$ cat src/rtl/alu_pkg.sv
// rtl/alu_pkg.sv - shared ALU op encodings and flag bit positions
package alu_pkg;

  localparam logic [1:0] ALU_ADD = 2'b00;
  localparam logic [1:0] ALU_SUB = 2'b01;
  localparam logic [1:0] ALU_AND = 2'b10;
  localparam logic [1:0] ALU_OR  = 2'b11;

  localparam int FLAG_N = 3;
  localparam int FLAG_Z = 2;
  localparam int FLAG_C = 1;
  localparam int FLAG_V = 0;

endpackage

$ cat src/rtl/alu.sv
// rtl/alu.sv - combinational add/sub/and/or ALU with NZCV flags
module alu
  import alu_pkg::*;
#(
  parameter int WIDTH = 16
) (
  input  logic [WIDTH-1:0] i_a,
  input  logic [WIDTH-1:0] i_b,
  input  logic [1:0]       i_op,
  output logic [WIDTH-1:0] o_result,
  output logic [3:0]       o_flags
);

  logic [WIDTH-1:0] w_b_eff;
  logic [WIDTH:0]   w_sum;
  logic             w_arith;

  // Subtract is a + ~b + 1, so carry out is the not-borrow.
  assign w_b_eff = i_op[0] ? ~i_b : i_b;
  assign w_sum   = {1'b0, i_a} + {1'b0, w_b_eff} + {{WIDTH{1'b0}}, i_op[0]};
  assign w_arith = (i_op == ALU_ADD) || (i_op == ALU_SUB);

  always_comb begin
    o_result = w_sum[WIDTH-1:0];
    case (i_op)
      ALU_AND: o_result = i_a & i_b;
      ALU_OR:  o_result = i_a | i_b;
      default: o_result = w_sum[WIDTH-1:0];
    endcase
  end

  always_comb begin
    o_flags         = 4'b0000;
    o_flags[FLAG_N] = o_result[WIDTH-1];
    o_flags[FLAG_Z] = (o_result == '0);
    o_flags[FLAG_C] = w_arith && w_sum[WIDTH];
    o_flags[FLAG_V] = w_arith && (i_a[WIDTH-1] == w_b_eff[WIDTH-1]) &&
                      (w_sum[WIDTH-1] != i_a[WIDTH-1]);
  end

endmodule

$ cat src/rtl/alu_arbiter.sv
// rtl/alu_arbiter.sv - two-port round-robin arbiter sharing one ALU
module alu_arbiter
  import alu_pkg::*;
#(
  parameter int WIDTH = 16
) (
  input  logic             clk,
  input  logic             reset,
  input  logic             req0_valid,
  output logic             req0_ready,
  input  logic [WIDTH-1:0] req0_a,
  input  logic [WIDTH-1:0] req0_b,
  input  logic [1:0]       req0_op,
  input  logic             req1_valid,
  output logic             req1_ready,
  input  logic [WIDTH-1:0] req1_a,
  input  logic [WIDTH-1:0] req1_b,
  input  logic [1:0]       req1_op,
  output logic             rsp0_valid,
  input  logic             rsp0_ready,
  output logic [WIDTH-1:0] rsp0_result,
  output logic [3:0]       rsp0_flags,
  output logic             rsp1_valid,
  input  logic             rsp1_ready,
  output logic [WIDTH-1:0] rsp1_result,
  output logic [3:0]       rsp1_flags,
  output logic             prio
);

  logic             w_elig0, w_elig1, w_grant0, w_grant1;
  logic [WIDTH-1:0] w_a, w_b, w_result;
  logic [1:0]       w_op;
  logic [3:0]       w_flags;

  logic             r_prio;
  logic             r_rsp0_valid, r_rsp1_valid;
  logic [WIDTH-1:0] r_rsp0_result, r_rsp1_result;
  logic [3:0]       r_rsp0_flags, r_rsp1_flags;

  // Work-conserving: priority only matters when both ports are eligible.
  always_comb begin
    w_elig0  = req0_valid && (!r_rsp0_valid || rsp0_ready) && !reset;
    w_elig1  = req1_valid && (!r_rsp1_valid || rsp1_ready) && !reset;
    w_grant0 = w_elig0 && (!w_elig1 || !r_prio);
    w_grant1 = w_elig1 && (!w_elig0 || r_prio);
  end

  assign w_a  = w_grant1 ? req1_a  : req0_a;
  assign w_b  = w_grant1 ? req1_b  : req0_b;
  assign w_op = w_grant1 ? req1_op : req0_op;

  alu #(.WIDTH(WIDTH)) u_alu (
    .i_a      (w_a),
    .i_b      (w_b),
    .i_op     (w_op),
    .o_result (w_result),
    .o_flags  (w_flags)
  );

  // After any grant, priority passes to the port that was not served.
  always_ff @(posedge clk or posedge reset) begin
    if (reset) begin
      r_prio <= 1'b0;
    end else if (w_grant0 || w_grant1) begin
      r_prio <= w_grant0;
    end
  end

  always_ff @(posedge clk or posedge reset) begin
    if (reset) begin
      r_rsp0_valid  <= 1'b0;
      r_rsp0_result <= '0;
      r_rsp0_flags  <= 4'b0000;
    end else if (w_grant0) begin
      r_rsp0_valid  <= 1'b1;
      r_rsp0_result <= w_result;
      r_rsp0_flags  <= w_flags;
    end else if (rsp0_ready) begin
      r_rsp0_valid  <= 1'b0;
    end
  end

  always_ff @(posedge clk or posedge reset) begin
    if (reset) begin
      r_rsp1_valid  <= 1'b0;
      r_rsp1_result <= '0;
      r_rsp1_flags  <= 4'b0000;
    end else if (w_grant1) begin
      r_rsp1_valid  <= 1'b1;
      r_rsp1_result <= w_result;
      r_rsp1_flags  <= w_flags;
    end else if (rsp1_ready) begin
      r_rsp1_valid  <= 1'b0;
    end
  end

  assign req0_ready  = w_grant0;
  assign req1_ready  = w_grant1;
  assign rsp0_valid  = r_rsp0_valid;
  assign rsp0_result = r_rsp0_result;
  assign rsp0_flags  = r_rsp0_flags;
  assign rsp1_valid  = r_rsp1_valid;
  assign rsp1_result = r_rsp1_result;
  assign rsp1_flags  = r_rsp1_flags;
  assign prio        = r_prio;

endmodule

$ cat config.mk
export PLATFORM = sky130hd
export DESIGN_NAME = alu_arbiter
export DESIGN_NICKNAME = d
export VERILOG_FILES = /design/src/rtl/alu_pkg.sv /design/src/rtl/alu.sv /design/src/rtl/alu_arbiter.sv
export SDC_FILE = /design/constraint.sdc
export NUM_CORES = 1
export LEC_CHECK = 0
export ABC_AREA = 1
export BUFFER_PORTS_ARGS = -buffer_cell sky130_fd_sc_hd__buf_4
export CAP_MARGIN = 40
export CORE_ASPECT_RATIO = 0.5
export CORE_UTILIZATION = 53
export CTS_CLUSTER_DIAMETER = 30
export DETAILED_ROUTE_END_ITERATION = 8
export GPL_ROUTABILITY_DRIVEN = 0
export PLACE_DENSITY = 0.82
export SLEW_MARGIN = 25
export SYNTH_ARGS = -nofsm -noshare
export SYNTH_HDL_FRONTEND = slang
export SYNTH_HIERARCHICAL = 1
export SYNTH_SLANG_ARGS = --single-unit
$ cat constraint.sdc
create_clock -name clk -period 4 [get_ports clk]
set_input_delay 0.4 -clock clk [delete_from_list [all_inputs] [get_ports clk]]
set_output_delay 0.4 -clock clk [all_outputs]
set_load 0.03 [all_outputs]
==> results of run 1 <==
-- report_power, final --
group / switching [mW] / internal [mW]
Sequential: 0.0738 / 0.554
Combinational: 0.830 / 0.447
Clock: 0.155 / 0.291
-- state kept, by name, summed over array words and instances (netlist names) --
register and count:
rsp1_result 16, rsp0_valid 1, rsp1_flags 4, rsp1_valid 1, prio 1, rsp0_flags 4, rsp0_result 16
-- path summary, 6_finish.rpt --
path                                            start                    endpoint  slack, ns  cells past startpoint
min in group clk                           rsp1_ready      rsp1_valid$_DFFE_PP0P_       0.40                      4
min reg2reg                rsp1_result[9]$_DFFE_PP0P_  rsp1_result[9]$_DFFE_PP0P_       0.47                      2
max reg2reg                    rsp0_valid$_DFFE_PP0P_   rsp1_flags[2]$_DFFE_PP0P_       0.45                     24
max                            rsp0_valid$_DFFE_PP0P_   rsp1_flags[2]$_DFFE_PP0P_       0.45                     24
min                                             reset   rsp1_flags[0]$_DFFE_PP0P_       0.28                      3
max in group asynchronous                       reset  rsp1_result[1]$_DFFE_PP0P_       3.34                      3
-- per-layer routing --
layer | vias up | track usage [%]
met5 | - | 0
met4 | 0 | 5.271
met3 | 9 | 5.438
met2 | 172 | 44.41
met1 | 2057 | 44.75
li1 | 2274 | -
-- final cells by class --
| type | count | area share, % |
|---|---|---|
| repair buffers | 129 | 19.28 |
| multi-input cells | 508 | 47.60 |
| clock inverters | 1 | 0.5978 |
| well taps | 92 | 2.291 |
| flip-flops and latches | 43 | 21.42 |
| inverters | 83 | 6.252 |
| clock buffers | 6 | 2.565 |
-- cells by family (layout without fill, tap and decap cells) --
group                      after synthesis  in the layout
adders and majority gates               17             17
AOI/OAI and AO/OA                       33             33
and+or+nand+nor                        456            456
xor gates and xnor gates                 2              2
DFF                                     43             43
buffers and inverters                  114            219
-- critical path: cells and delay by family, from the launching register on --
kind,cells,cell delay [ns]
flops,1,0.40
fa+ha+maj,1,0.41
simple gates,20,2.15
buf+inv,3,0.49
-- cells in the mapped netlist (all sizes together) --
cell / instances
o211ai: 1
buf: 24
nand3b: 4
nand2: 275
clkbuf: 7
nand4: 1
dfrtp: 43
fa: 1
nor2: 64
xor2: 2
ha: 16
a21oi: 14
nor3: 1
o21ai: 18
inv: 83
nand3: 111
-- through the flow --
step	instances	setup WS [ns]	utilization, %
2_1_floorplan	665	0.2117	-
3_3_place_gp	855	0.5696	69.87
3_5_place_dp	855	0.4966	69.87
4_1_cts	862	0.5856	72.15
5_1_grt	862	0.1593	72.15
6_report	862	0.4526	72.15
==> reports/results.tsv, run 1 <==
stage	metric	value	unit
die	die_h	63.27	um
logic_synthesis	synth_top_family_by_area	simple AND/OR/NAND/NOR gates	
logic_synthesis	synth-simple-area-share	49.43	%
worst_hold_path	hp-class	in2async	
layout	mostFrequentLayoutCells	nand2_1 (259), buf_4 (129), nand3_1 (106), inv_1 (77), nor2_1 (56)	
worst_setup_path	required	4.22	ns
pwr	powerDensity	467.9	nW/um2
worst_setup_path	endpoint_kind	flop	
pwr	ir_drop	0.2327	mV
layout	n_antenna_cell	0	
timing	slew_viol_final	0	
route	drt-met1-wl	5.732	mm
die	initial_core_util	57.14	%
layout	drive_above_1_share	22.60	%
logic_synthesis	netlist_instances	665	
route	num_vias	4512	
timing	holdWs	0.2788	ns
cts	cts-root-buf	clkbuf_16	
layout	mostFrequentLayoutCell	nand2_1	
logic_synthesis	synth_area	3979	um2
logic_synthesis	yosysTopAreaCellShare	27.04	%
job	maxCapViolCount	0	
route	route.met2.wl	4.684	mm
cts	post_cts_buffers	0	
logic_synthesis	syn-num-nets	756	
logic_synthesis	synth.distinct_cells	26	
logic_synthesis	synth-xor-area-share	0.4403	%
cts	hold_buffers	0	
cts	cts_resized	0	
pwr	leakage	3.056	nW
worst_setup_path	critPathArrivalTime	3.77	ns
route	detail_route.wl_per_cell	13.26	um
run_status	status	complete, no violations	
timing	period_share	88.68	%
timing	setup_violations	0	
route	wl	11.43	mm
layout	multi_input_area	2391	um2
route	topRoutingLayerUsed	met4	
layout	area_delta_synth_final	26.26	%
layout	fin_nets	861	
route	drt_iter0_markers	355	
worst_setup_path	cp_max_fo	34	
die	io_pins	119	
cts	insertion_delay	0.28	ns
route	vias_per_cell	5.234	
die	core	6963	um2
route	first_pass_iters	5	
cts	clock_path_buffers	2	
timing	skew	0.003801	ns
grt	grt_pass1_wl	19.03	mm
grt	grt_pass1_vias	3948	
logic_synthesis	yosysWarnings	6	
die	die_x	124.5	um
layout	regArea	1076	um2
worst_setup_path	crit_slowest_cell	ha_1	
logic_synthesis	synth.area.top_cells	dfrtp_1 (27%), nand2_1 (25%), nand3_1 (13%)	
logic_synthesis	yosysTopAreaCell	dfrtp_1	
timing	min_period	3.547	ns
placement	io_buffers	118	
grt	grt_antenna_before_repair	0	
die	fp-row-count	21	
timing	worst_pin_slew	0.7635	ns
grt	grt_start_max_net_pins	45	
worst_setup_path	critPathMostFrequentCell	nand2_1	
placement	dp_hpwl	8.986	mm
worst_setup_path	max_stage_delay	0.41	ns
worst_setup_path	worstPathCellList	nand2_1 > nand3_2 > nand2_2 > buf_4 > nand2_1 > nand2_1 > nand2_1 > inv_1 > nor2_1 > ha_1 > nand2_2 > inv_1 > nand3_1 > nand2_2 > nand2_1 > nand2_1 > nand2_1 > nand3_1 > nand2_1 > nor2_1 > nand3_1 > nor2_1 > nand3_1 > nand2_1	
pwr	power	2.351	mW
logic_synthesis	synth_adder_area_share	5.535	%
logic_synthesis	synth-compound-area-share	4.497	%
timing	max_freq	281.9	MHz
logic_synthesis	yosysSeqAreaShare	27.04	%
route	antenna_left	0	
worst_setup_path	worst_setup_path_start_kind	flop	
timing	setup-tns-final	0	ns
layout	postLayoutCellArea	5024	um2
route	wl_met3	924	um
route	drc	0	
layout	nFillCells	586	
cts	cts_tree	built	
timing	rsz0062_at_grt	false	
timing	max_slew_margin	48.98	%
die	die-area	7879	um2
cts	clock_sink_count	43	
cts	cts_buffers	5	
logic_synthesis	synth_mux_area_share	0	%
worst_setup_path	critPathKind	reg2reg	
grt	grtUsageTotal	29.74	%
logic_synthesis	synth_seq_cells	43	
cts	cts_max_level	2	
placement	postPlaceCellArea	4865	um2
timing	hold_viol_final	0	
logic_synthesis	syn_avg_cell_area	5.983	um2
cts	clkTransAtPathRegs	0.06	ns
grt	gr-total-overflow	0	
No activity file was read; power rests on OpenSTA's default activity.
==> inputs of run 2 (changes only) <==
--- a/config.mk
+++ b/config.mk
@@ -8,7 +8,6 @@
 export ABC_AREA = 1
 export BUFFER_PORTS_ARGS = -buffer_cell sky130_fd_sc_hd__buf_4
 export CAP_MARGIN = 40
-export CORE_ASPECT_RATIO = 0.5
 export CORE_UTILIZATION = 53
 export CTS_CLUSTER_DIAMETER = 30
 export DETAILED_ROUTE_END_ITERATION = 8
@@ -19,3 +18,4 @@
 export SYNTH_HDL_FRONTEND = slang
 export SYNTH_HIERARCHICAL = 1
 export SYNTH_SLANG_ARGS = --single-unit
+export TNS_END_PERCENT = 5
==> reports/results.tsv, run 2 (same netlist as run 1, synthesis figures left out) <==
stage	metric	value	unit	change
run_status	status	complete, no violations		
layout	postLayoutCellArea	5024	um2	unchanged
cts	cts_resized	0		unchanged
worst_setup_path	critPathKind	reg2reg		
worst_setup_path	worst_setup_path_start_kind	flop		
layout	fin_nets	860		-0.12%
grt	grtUsageTotal	28.16	%	-1.6 points
pwr	leakage	3.051	nW	-0.19%
die	die_h	88.65	um	+40%
cts	cts_buffers	5		unchanged
cts	clkTransAtPathRegs	0.08	ns	+0.02 ns
cts	post_cts_buffers	0		unchanged
route	vias_per_cell	5.157		-1.5%
layout	area_delta_synth_final	26.26	%	unchanged
cts	insertion_delay	0.30	ns	+0.02 ns
worst_setup_path	reg2reg_depth	25		+4.2%
timing	slew_viol_final	0		unchanged
route	first_pass_iters	4		-1
layout	mostFrequentLayoutCells	nand2_1 (259), buf_4 (125), nand3_1 (106), inv_1 (77), nor2_1 (56)		
placement	postPlaceCellArea	4878	um2	+0.28%
cts	clock_path_buffers	2		unchanged
grt	grt_pass1_vias	3982		+0.86%
timing	setup_ws	0.4617	ns	+0.009060 ns
route	num_vias	4481		-0.69%
route	antenna_left	0		unchanged
die	die-area	7858	um2	-0.26%
worst_setup_path	required	4.24	ns	+0.02 ns
pwr	powerDensity	454.8	nW/um2	-2.8%
timing	hold_viol_final	0		unchanged
cts	clock_sink_count	43		unchanged
layout	fin_cells	869		+0.81%
layout	mostFrequentLayoutCell	nand2_1		
timing	max_slew_margin	51.41	%	+2.4 points
die	die_x	88.65	um	-29%
grt	grt_pass1_wl	17.56	mm	-7.7%
die	core	7253	um2	+4.2%
grt	grt_antenna_before_repair	0		unchanged
timing	period_share	88.46	%	-0.23 points
cts	hold_buffers	0		unchanged
grt	gr-total-overflow	0		unchanged
pwr	ir_drop	0.2098	mV	-9.8%
worst_hold_path	hp-class	in2async		
layout	nFillCells	641		+9.4%
route	wl	10.81	mm	-5.5%
cts	cts-root-buf	clkbuf_8		
timing	skew	0.002741	ns	-0.001060 ns
timing	setup-tns-final	0	ns	unchanged
placement	dp_hpwl	8.346	mm	-7.1%
timing	worst_pin_slew	0.7270	ns	-0.03646 ns
timing	max_freq	282.6	MHz	+0.26%
placement	place_ws	0.2907	ns	-0.2059 ns
cts	cts_tree	built		
timing	min_period	3.538	ns	-0.009060 ns
worst_setup_path	endpoint_kind	flop		
worst_setup_path	reg2reg_to	rsp0_flags[2]$_DFFE_PP0P_		
worst_setup_path	rrSetupSlack	0.46	ns	about the same
die	fp-row-count	31		+48%
route	drc	0		unchanged
route	detail_route.wl_per_cell	12.43	um	-6.2%
cts	cts_max_level	2		unchanged
die	io_pins	119		unchanged
placement	dp.cells	861		+0.70%
layout	regArea	1076	um2	unchanged
timing	rsz0062_at_grt	false		
worst_setup_path	cp_max_fo	28		-18%
worst_setup_path	reg2reg_from	rsp0_valid$_DFFE_PP0P_		
timing	setup_violations	0		unchanged
grt	grt_start_max_net_pins	45		unchanged
worst_setup_path	critPathArrivalTime	3.78	ns	about the same
job	maxCapViolCount	0		unchanged
layout	drive_above_1_share	22.60	%	unchanged
route	drt_iter0_markers	287		-19%
die	initial_core_util	54.86	%	-2.3 points
placement	io_buffers	118		unchanged
layout	n_antenna_cell	0		unchanged
layout	multi_input_area	2396	um2	+0.21%
run 2: per-stage QoR:
stage / util, % / total power [mW] / hold WS [ns]
detailed placement: 67.26 / 1.878 / 0.4593
global route: 69.26 / 2.455 / 0.3116
finish: 69.26 / 2.285 / 0.2668
floorplan: - / 1.487 / 0.4147
CTS: 69.09 / 2.279 / 0.2821
global placement: 67.26 / 1.849 / 0.4573
run 2: worst max path at each step:
stage / startpoint / end / depth (start not counted)
floorplan: reset / rsp0_flags[2]$_DFFE_PP0P_ / 27
global placement: reset / rsp0_flags[2]$_DFFE_PP0P_ / 26
detailed placement: reset / rsp1_flags[2]$_DFFE_PP0P_ / 25
CTS: rsp0_valid$_DFFE_PP0P_ / rsp0_flags[2]$_DFFE_PP0P_ / 24
global route: rsp0_valid$_DFFE_PP0P_ / rsp0_flags[2]$_DFFE_PP0P_ / 25
finish: rsp0_valid$_DFFE_PP0P_ / rsp0_flags[2]$_DFFE_PP0P_ / 25
run 2: power breakdown:
part | switching, mW | leakage (nW) | internal (mW)
sequential | 0.0728 | 0.542 | 0.552
clock | 0.146 | 0.0654 | 0.249
combinational | 0.815 | 2.44 | 0.449
run 2: cell type report:
type / count / share of cell area [%]
multi-input combinational: 508 / 47.70
sequential: 43 / 21.42
timing repair buffer: 128 / 19.53
inverter: 83 / 6.252
tap: 99 / 2.466
clock buffer: 6 / 1.445
clock inverter: 2 / 1.196
run 2: routing by layer:
metal / vias to the layer above / share of wire (%) / GRT usage (%)
met1: 2035 / 44 / 36.50
met3: 25 / 5.3 / 3.265
met4: 0 / 2.2 / 9.971
met5: - / 0 / 0
li1: 2266 / - / -
met2: 155 / 49 / 48.46
run 2: critical path, stage by stage (launching register included):
cell and delay (ns):
dfrtp_1 0.40, nand2_1 0.11, nand3_2 0.22, nand2_4 0.23, buf_12 0.19, nand2_1 0.06, nand2_1 0.11, nor2_2 0.06
nor2_1 0.15, inv_1 0.08, fa_1 0.40, inv_1 0.08, nand2_1 0.06, nand2_1 0.13, nand3_2 0.10, nand2_2 0.10
nand2_1 0.06, nand3_1 0.06, nand2_1 0.14, nor2_1 0.15, nand2_1 0.06, nor2_1 0.13, nand3_1 0.09, nor2_1 0.14
nand3_1 0.09, nand2_1 0.08
